**config.mk**
```make
export PLATFORM = sky130hd
export DESIGN_NAME = fetch_sequencer_flat
export DESIGN_NICKNAME = d
export VERILOG_FILES = /design/src/rtl/fetch_sequencer_pkg.sv /design/src/rtl/fetch_sequencer_if.sv /design/src/rtl/fetch_sequencer_dec_watchdog.sv /design/src/rtl/fetch_sequencer.sv /design/src/flat_wrapper.sv
export SDC_FILE = /design/constraint.sdc
export NUM_CORES = 1
export LEC_CHECK = 0
export CORE_MARGIN = 3
export CORE_UTILIZATION = 51
export CTS_CLUSTER_SIZE = 8
export DETAILED_ROUTE_END_ITERATION = 10
export GPL_ROUTABILITY_DRIVEN = 0
export PLACE_DENSITY = 0.95
export SLEW_MARGIN = 20
export SYNTH_ARGS = -nofsm -noshare
export SYNTH_HDL_FRONTEND = slang
export SYNTH_SLANG_ARGS = --single-unit
```
**constraint.sdc**
```tcl
create_clock -name clk -period 4.6 [get_ports clk]
set_clock_uncertainty 0.15 [all_clocks]
set_input_delay 0.69 -clock clk [delete_from_list [all_inputs] [get_ports clk]]
set_output_delay 0.69 -clock clk [all_outputs]
set_load 0.005 [all_outputs]
```
**src/rtl/fetch_sequencer_pkg.sv**
```systemverilog
// Shared types and opcode constants for the AZ10 fetch sequencer.
package fetch_seq_pkg;

  typedef enum logic [2:0] {
    IDLE,
    FETCH,
    WAIT_DEC,
    DISPATCH,
    EXEC,
    HALT
  } state_e;

  localparam logic [3:0] OP_NOP = 4'h0;
  localparam logic [3:0] OP_JZ  = 4'hD;
  localparam logic [3:0] OP_JMP = 4'hE;
  localparam logic [3:0] OP_HLT = 4'hF;

  function automatic logic is_busy(input state_e s);
    return (s == FETCH) || (s == WAIT_DEC) || (s == DISPATCH) || (s == EXEC);
  endfunction

endpackage

```
**src/rtl/fetch_sequencer_if.sv**
```systemverilog
// Decoder and execution-unit handshake bundle seen by the fetch sequencer.
interface fetch_sequencer_if #(
  parameter int unsigned DATA_LEN = 8
);
  logic                fetch_en;
  logic                dec_valid;
  logic [3:0]          ctrl_in;
  logic [DATA_LEN-1:0] data_in;
  logic                ex_req;
  logic [3:0]          ex_op;
  logic [DATA_LEN-1:0] ex_data;
  logic                ex_ack;

  modport master (
    output fetch_en, ex_req, ex_op, ex_data,
    input  dec_valid, ctrl_in, data_in, ex_ack
  );

  modport slave (
    input  fetch_en, ex_req, ex_op, ex_data,
    output dec_valid, ctrl_in, data_in, ex_ack
  );
endinterface

```
**src/rtl/fetch_sequencer_dec_watchdog.sv**
```systemverilog
// Decode watchdog: counts WAIT_DEC cycles, flags expiry after LIMIT cycles.
// Only instantiated when FETCH_WDT_EN is defined.
module dec_watchdog #(
  parameter int unsigned LIMIT = 8
) (
  input  logic clk,
  input  logic rstn,
  input  logic clear,
  input  logic enable,
  output logic expire
);
  localparam int unsigned CNT_W = $clog2(LIMIT + 1);

  logic [CNT_W-1:0] count;

  always_ff @(posedge clk or negedge rstn) begin
    if (!rstn) begin
      count <= '0;
    end else if (clear) begin
      count <= '0;
    end else if (enable && (count != CNT_W'(LIMIT))) begin
      count <= count + 1'b1;
    end
  end

  // Fires during the LIMIT-th enabled cycle so the FSM leaves on that edge.
  assign expire = enable && (count == CNT_W'(LIMIT - 1));

endmodule

```
**src/rtl/fetch_sequencer.sv**
```systemverilog
// AZ10 fetch sequencer: owns pc, resolves NOP/JMP/JZ/HLT, hands other ops to EX.
// Optional decode watchdog compiled in with FETCH_WDT_EN.
module fetch_sequencer
  import fetch_seq_pkg::*;
#(
  parameter int unsigned INST_CAP  = 20,
  parameter int unsigned PC_W      = $clog2(INST_CAP) + 1,
  parameter int unsigned DATA_LEN  = 8,
  parameter int unsigned WDT_LIMIT = 8
) (
  input  logic              clk,
  input  logic              rstn,
  input  logic              start,
  input  logic              zero_flag,
  fetch_sequencer_if.master bus,
  output logic [PC_W-1:0]   pc,
  output logic              busy,
  output logic              halted,
  output logic              err
);

  state_e              state_q, state_d;
  logic [PC_W-1:0]     pc_d;
  logic [PC_W-1:0]     pc_inc;
  logic [PC_W-1:0]     target;
  logic                target_ok;
  logic                take_jump;
  logic                err_d;
  logic [3:0]          op_d;
  logic [DATA_LEN-1:0] data_d;
  logic                wdt_expire;

  assign pc_inc    = (pc == PC_W'(INST_CAP - 1)) ? '0 : pc + 1'b1;
  assign target    = PC_W'(bus.ex_data);
  assign target_ok = (target < PC_W'(INST_CAP));

`ifdef FETCH_WDT_EN
  dec_watchdog #(
    .LIMIT(WDT_LIMIT)
  ) u_dec_watchdog (
    .clk   (clk),
    .rstn  (rstn),
    .clear (state_q == FETCH),
    .enable(state_q == WAIT_DEC),
    .expire(wdt_expire)
  );
`else
  logic wdt_limit_unused;
  assign wdt_expire       = 1'b0;
  assign wdt_limit_unused = (WDT_LIMIT != 0);
`endif

  always_comb begin
    state_d   = state_q;
    pc_d      = pc;
    err_d     = err;
    op_d      = bus.ex_op;
    data_d    = bus.ex_data;
    take_jump = 1'b0;

    case (state_q)
      IDLE, HALT: begin
        if (start) begin
          state_d = FETCH;
          pc_d    = '0;
          err_d   = 1'b0;
        end
      end

      FETCH: state_d = WAIT_DEC;

      WAIT_DEC: begin
        if (bus.dec_valid) begin
          op_d    = bus.ctrl_in;
          data_d  = bus.data_in;
          state_d = DISPATCH;
        end else if (wdt_expire) begin
          err_d   = 1'b1;
          state_d = HALT;
        end
      end

      DISPATCH: begin
        case (bus.ex_op)
          OP_NOP: begin
            pc_d    = pc_inc;
            state_d = FETCH;
          end
          OP_JMP: take_jump = 1'b1;
          OP_JZ: begin
            if (zero_flag) begin
              take_jump = 1'b1;
            end else begin
              pc_d    = pc_inc;
              state_d = FETCH;
            end
          end
          OP_HLT:  state_d = HALT;
          default: state_d = EXEC;
        endcase

        // Out-of-range targets fault and halt with pc left at the jump itself.
        if (take_jump) begin
          if (target_ok) begin
            pc_d    = target;
            state_d = FETCH;
          end else begin
            err_d   = 1'b1;
            state_d = HALT;
          end
        end
      end

      EXEC: begin
        if (bus.ex_ack) begin
          pc_d    = pc_inc;
          state_d = FETCH;
        end
      end

      default: state_d = IDLE;
    endcase
  end

  always_ff @(posedge clk or negedge rstn) begin
    if (!rstn) begin
      state_q <= IDLE;
    end else begin
      state_q <= state_d;
    end
  end

  // Outputs are decoded from the next state so they appear registered with it.
  always_ff @(posedge clk or negedge rstn) begin
    if (!rstn) begin
      pc           <= '0;
      err          <= 1'b0;
      busy         <= 1'b0;
      halted       <= 1'b0;
      bus.fetch_en <= 1'b0;
      bus.ex_req   <= 1'b0;
      bus.ex_op    <= '0;
      bus.ex_data  <= '0;
    end else begin
      pc           <= pc_d;
      err          <= err_d;
      busy         <= is_busy(state_d);
      halted       <= (state_d == HALT);
      bus.fetch_en <= (state_d == FETCH);
      bus.ex_req   <= (state_d == EXEC);
      bus.ex_op    <= op_d;
      bus.ex_data  <= data_d;
    end
  end

endmodule

```
**src/flat_wrapper.sv**
```systemverilog
// flat-port wrapper written by rule: the top's interface ports become plain ports
module fetch_sequencer_flat import fetch_seq_pkg::*;
#(
  parameter int unsigned INST_CAP  = 20,
  parameter int unsigned PC_W      = $clog2(INST_CAP) + 1,
  parameter int unsigned DATA_LEN  = 8,
  parameter int unsigned WDT_LIMIT = 8
)
  (clk, rstn, start, zero_flag, pc, busy, halted, err, bus_fetch_en, bus_ex_req, bus_ex_op, bus_ex_data, bus_dec_valid, bus_ctrl_in, bus_data_in, bus_ex_ack);
  fetch_sequencer_if #(.DATA_LEN(DATA_LEN)) bus_i ();
  input  logic clk;
  input  logic rstn;
  input  logic start;
  input  logic zero_flag;
  output logic [PC_W-1:0] pc;
  output logic busy;
  output logic halted;
  output logic err;
  output wire logic [$bits(bus_i.fetch_en)-1:0] bus_fetch_en;
  output wire logic [$bits(bus_i.ex_req)-1:0] bus_ex_req;
  output wire logic [$bits(bus_i.ex_op)-1:0] bus_ex_op;
  output wire logic [$bits(bus_i.ex_data)-1:0] bus_ex_data;
  input wire logic [$bits(bus_i.dec_valid)-1:0] bus_dec_valid;
  input wire logic [$bits(bus_i.ctrl_in)-1:0] bus_ctrl_in;
  input wire logic [$bits(bus_i.data_in)-1:0] bus_data_in;
  input wire logic [$bits(bus_i.ex_ack)-1:0] bus_ex_ack;
  assign bus_fetch_en = bus_i.fetch_en;
  assign bus_ex_req = bus_i.ex_req;
  assign bus_ex_op = bus_i.ex_op;
  assign bus_ex_data = bus_i.ex_data;
  assign bus_i.dec_valid = bus_dec_valid;
  assign bus_i.ctrl_in = bus_ctrl_in;
  assign bus_i.data_in = bus_data_in;
  assign bus_i.ex_ack = bus_ex_ack;
  fetch_sequencer #(.INST_CAP(INST_CAP), .PC_W(PC_W), .DATA_LEN(DATA_LEN), .WDT_LIMIT(WDT_LIMIT)) u_core (.clk(clk), .rstn(rstn), .start(start), .zero_flag(zero_flag), .bus(bus_i), .pc(pc), .busy(busy), .halted(halted), .err(err));
endmodule
```
==> results.txt <==
----------------------------------------------------
[Synthesis]
  Portion of the post-synthesis area used by sequential elements ... 44.5%
  Net count of the mapped netlist ... 162
  Post-synth top flop ... dfrtp_1
  YS warnings ... 0
  Total of flip-flops plus latches after synthesis ... 26
  Async set or reset register ratio after synthesis ... 100%
  Proportion of netlist area held by the largest area contributor ... 44.5%
  Total standard cell area after synthesis ... 1460 sq um
  EDFF count, synth ... 0
  Mapped Cells ... 143
  Dominant cells by area after synthesis ... dfrtp_1 (44%), mux2_2 (10%), a21oi_1 (3.1%)
  Library cell occupying the most area in the post-synthesis netlist ... dfrtp_1
  Count of cell types in the netlist ... 45
  Syn avg cell area ... 10.2 sq um

[Floorplanning]
  I/O pin count ... 41
  Die Span X ... 59.6 microns
  # rows ... 18
  Die Outline Area ... 3550 sq um
  Core area ... 2590 sq um
  Die span in y ... 59.6 microns
  Starting density of the core ... 56.5%

[Place]
  Half-perimeter wire length of the detailed placement result ... 2.59 mm
  Cell area reported after detailed placement ... 1880 sq um
  Port bufs ... 40
  Inst Count DP ... 207

[Clock tree]
  Clock latency on the worst-skew pair ... 0.32 ns
  TritonCTS clock tree ... done
  Clock-pin slew of the registers on the worst-case setup and hold paths ... 0.14 ns
  Max Buffers Root-to-Sink ... 2
  Number of buffers created by CTS ... 3
  H-Tree Level Count ... 1
  Post-cts resize count ... 0
  Clock sink total ... 26
  Root Buffer ... clkbuf_4
  CTS Hold Buffers Added ... 0
  Setup repair bufs after CTS ... 0

[Pwr]
  Fraction of power consumed by sequential logic ... 39.9%
  Internal portion of total power ... 0.711 mW
  Clk network pwr share ... 10.0%
  PnR Total Power ... 1.16 mW
  Switching Share ... 38.9%
  Switching pwr ... 0.452 mW
  Max rail drop VDD ... 0.495 mV
  P per Cell Area ... 608 nW/um^2
  Proportion of power drawn by combinational gates ... 50.1%
  Leakage dissipation ... 0.746 nW

[Layout]
  Post-route cell area ... 1910 sq um
  Fraction of the core area covered by cells at the end of the flow ... 73.9%
  Multi-input combinational cell area ... 774 sq um
  FF/Latch Area ... 651 sq um
  Count of placed standard cells in the final layout, fillers left out ... 211
  Fraction of layout cells with a size suffix above 1 ... 15.5%
  Number of filler cells placed in the layout ... 167
  Most used cells in the layout excluding fill and tap cells ... clkdlybuf4s50_1 (39), dfrtp_1 (26), mux2_2 (13)
  Most common library cell in the layout ignoring fill and taps ... clkdlybuf4s50_1
  Count of inserted antenna diode cells ... 0
  Net count of the finished layout ... 201
  Synth-to-layout area growth ... 30.8%

[Routing]
  Post-detailed-routing wire length ... 3.53 mm
  Detailed Route Iter0 Violations ... 74
  Number of routed nets with antenna violations ... 0
  Vias ... 1,344
  DR DRC count ... 0
  First-pass detailed-route iteration total ... 4
  Via density ... 6.37
  Average wire per cell in the routed design ... 16.7 microns

[Setup path]
  Category of the worst setup path launch point ... input pin
  Arr. time, crit path ... 2.56 ns
  Worst Path Required ... 4.70 ns
  Reg2Reg Depth ... 5
  Max FO, Critical Path ... 8
  Setup slack on the worst flop-to-flop path ... 2.42 ns
  Kind of critical path ... input pin to flip-flop
  CP Capture Type ... flip-flop
  RR Endpoint ... u_core.pc[3]
  Startpoint of the most critical register-to-register path ... u_core.state_q[0]
  Cell at the slowest stage of the critical path ... clkdlybuf4s50_1
  Worst-path cell chain ... clkdlybuf4s50_1, or3b_1, o221a_2, nand3b_1, or3_1, o211ai_1
  Maximum cell stage delay along the critical path ... 0.54 ns

[Outcome]
  Status ... finished, final reports clean

[Hold path]
  Hold crit path type ... input pin to asynchronous set/reset pin

[Timing]
  Number of slew-limit violations in the final report ... 0
  Final setup violating endpoints ... 0
  Period utilization ... 53.6%
  Time the worst path needs with I/O delays and setup ... 2.46 ns
  Worst slew margin ... 47.6%
  Unrepaired setup endpoints after global routing ... no
  Max frequency ... 0.406 GHz
  Actual transition at the worst max-transition pin ... 0.783 ns
  Final hold viol count ... 0
  Aggregate negative setup slack ... 0 ns

[GRT]
  Residual overflow from global routing ... 0
  Overall global routing resource usage ... 21.6%
  Initial antenna violation count ... 0
  First-pass GRT wire length ... 5.94 mm
  Via count of the first global-routing pass ... 1,324
  Largest net degree at the start of global routing ... 27

[Flow run]
  Max-Cap Viols ... 0

----------------------------------------------------
-- per-layer routing --
layer	GRT usage [%]	share of wire, %	wire length (microns)	up-vias
met3	4.58	8.3	294	12
met1	28.3	39	1370	642
met2	34.6	50	1780	90
met4	8.86	2.6	91	0
met5	0	0	0	-
li1	-	-	-	600
-- cells in the mapped netlist, drive strengths merged, types with 2 or more instances --
cell and number:
inv 5, a32oi 2, nand3b 4, dfrtp 26, nor2 12, nand3 4, or4 2, a31oi 2
nor3b 2, mux2 14, clkbuf 2, xnor2 3, o211ai 3, a21oi 11, or3 4, nand2 9
o21ai 8, a211oi 3, mux2i 2, buf 4, nand2b 4
-- kinds of logic after synthesis --
| logic type | after synthesis | share of synthesized area, % |
|---|---|---|
| AOI/OAI and AO/OA | 37 | 17.9 |
| xor gates and xnor gates | 4 | 2.40 |
| adders and majority gates | 1 | 0.855 |
| buffers and inverters | 11 | 3.17 |
| DFF | 26 | 44.5 |
| muxes | 16 | 12.1 |
| and+or+nand+nor | 48 | 19.1 |
-- worst max path at each step --
stage,start,end,cells past startpoint
4_1_cts,start,u_core.pc[3],6
3_3_place_gp,bus_dec_valid,u_core.bus.ex_op[1],3
3_5_place_dp,start,u_core.pc[3],6
6_report,start,u_core.pc[3],6
2_1_floorplan,start,u_core.pc[3],5
5_1_grt,start,u_core.pc[3],6
-- flip-flops by register name, summed over array words and instances, names as in the netlist --
signal / count
u_core.bus.ex_op: 4
u_core.bus.ex_req: 1
u_core.bus.ex_data: 8
u_core.err: 1
u_core.pc: 6
u_core.state_q: 3
u_core.halted: 1
u_core.busy: 1
u_core.bus.fetch_en: 1
-- power by group through the flow --
stage          clock network [mW]  logic [mW]  registers [mW]
3_5_place_dp                    0       0.576           0.464
3_3_place_gp                    0       0.553           0.449
4_1_cts                     0.118       0.585           0.460
6_report                    0.116       0.583           0.464
5_1_grt                     0.129       0.633           0.481
2_1_floorplan                   0       0.347           0.421
-- stage by stage --
step | setup slack, ns | hold WS [ns]
detailed placement | 1.81 | 0.346
finish | 2.14 | 0.186
global route | 2.05 | 0.222
global placement | 1.83 | 0.347
CTS | 2.15 | 0.378
floorplan | 2.46 | 0.244
-- cell type report --
class                   count  area share (%)
flip-flops and latches     26            34.0
clock buffers               4            1.90
well taps                  30            1.96
multi-input cells         106            40.5
repair buffers             40            20.7
inverters                   5           0.981
-- worst max-delay path, delay by kind of cell --
family	cells	cell delay [ns]
simple gates	3	0.91
compound gates	2	0.43
buf+inv	1	0.54
Note: power is estimated with default switching activity, not from simulation.
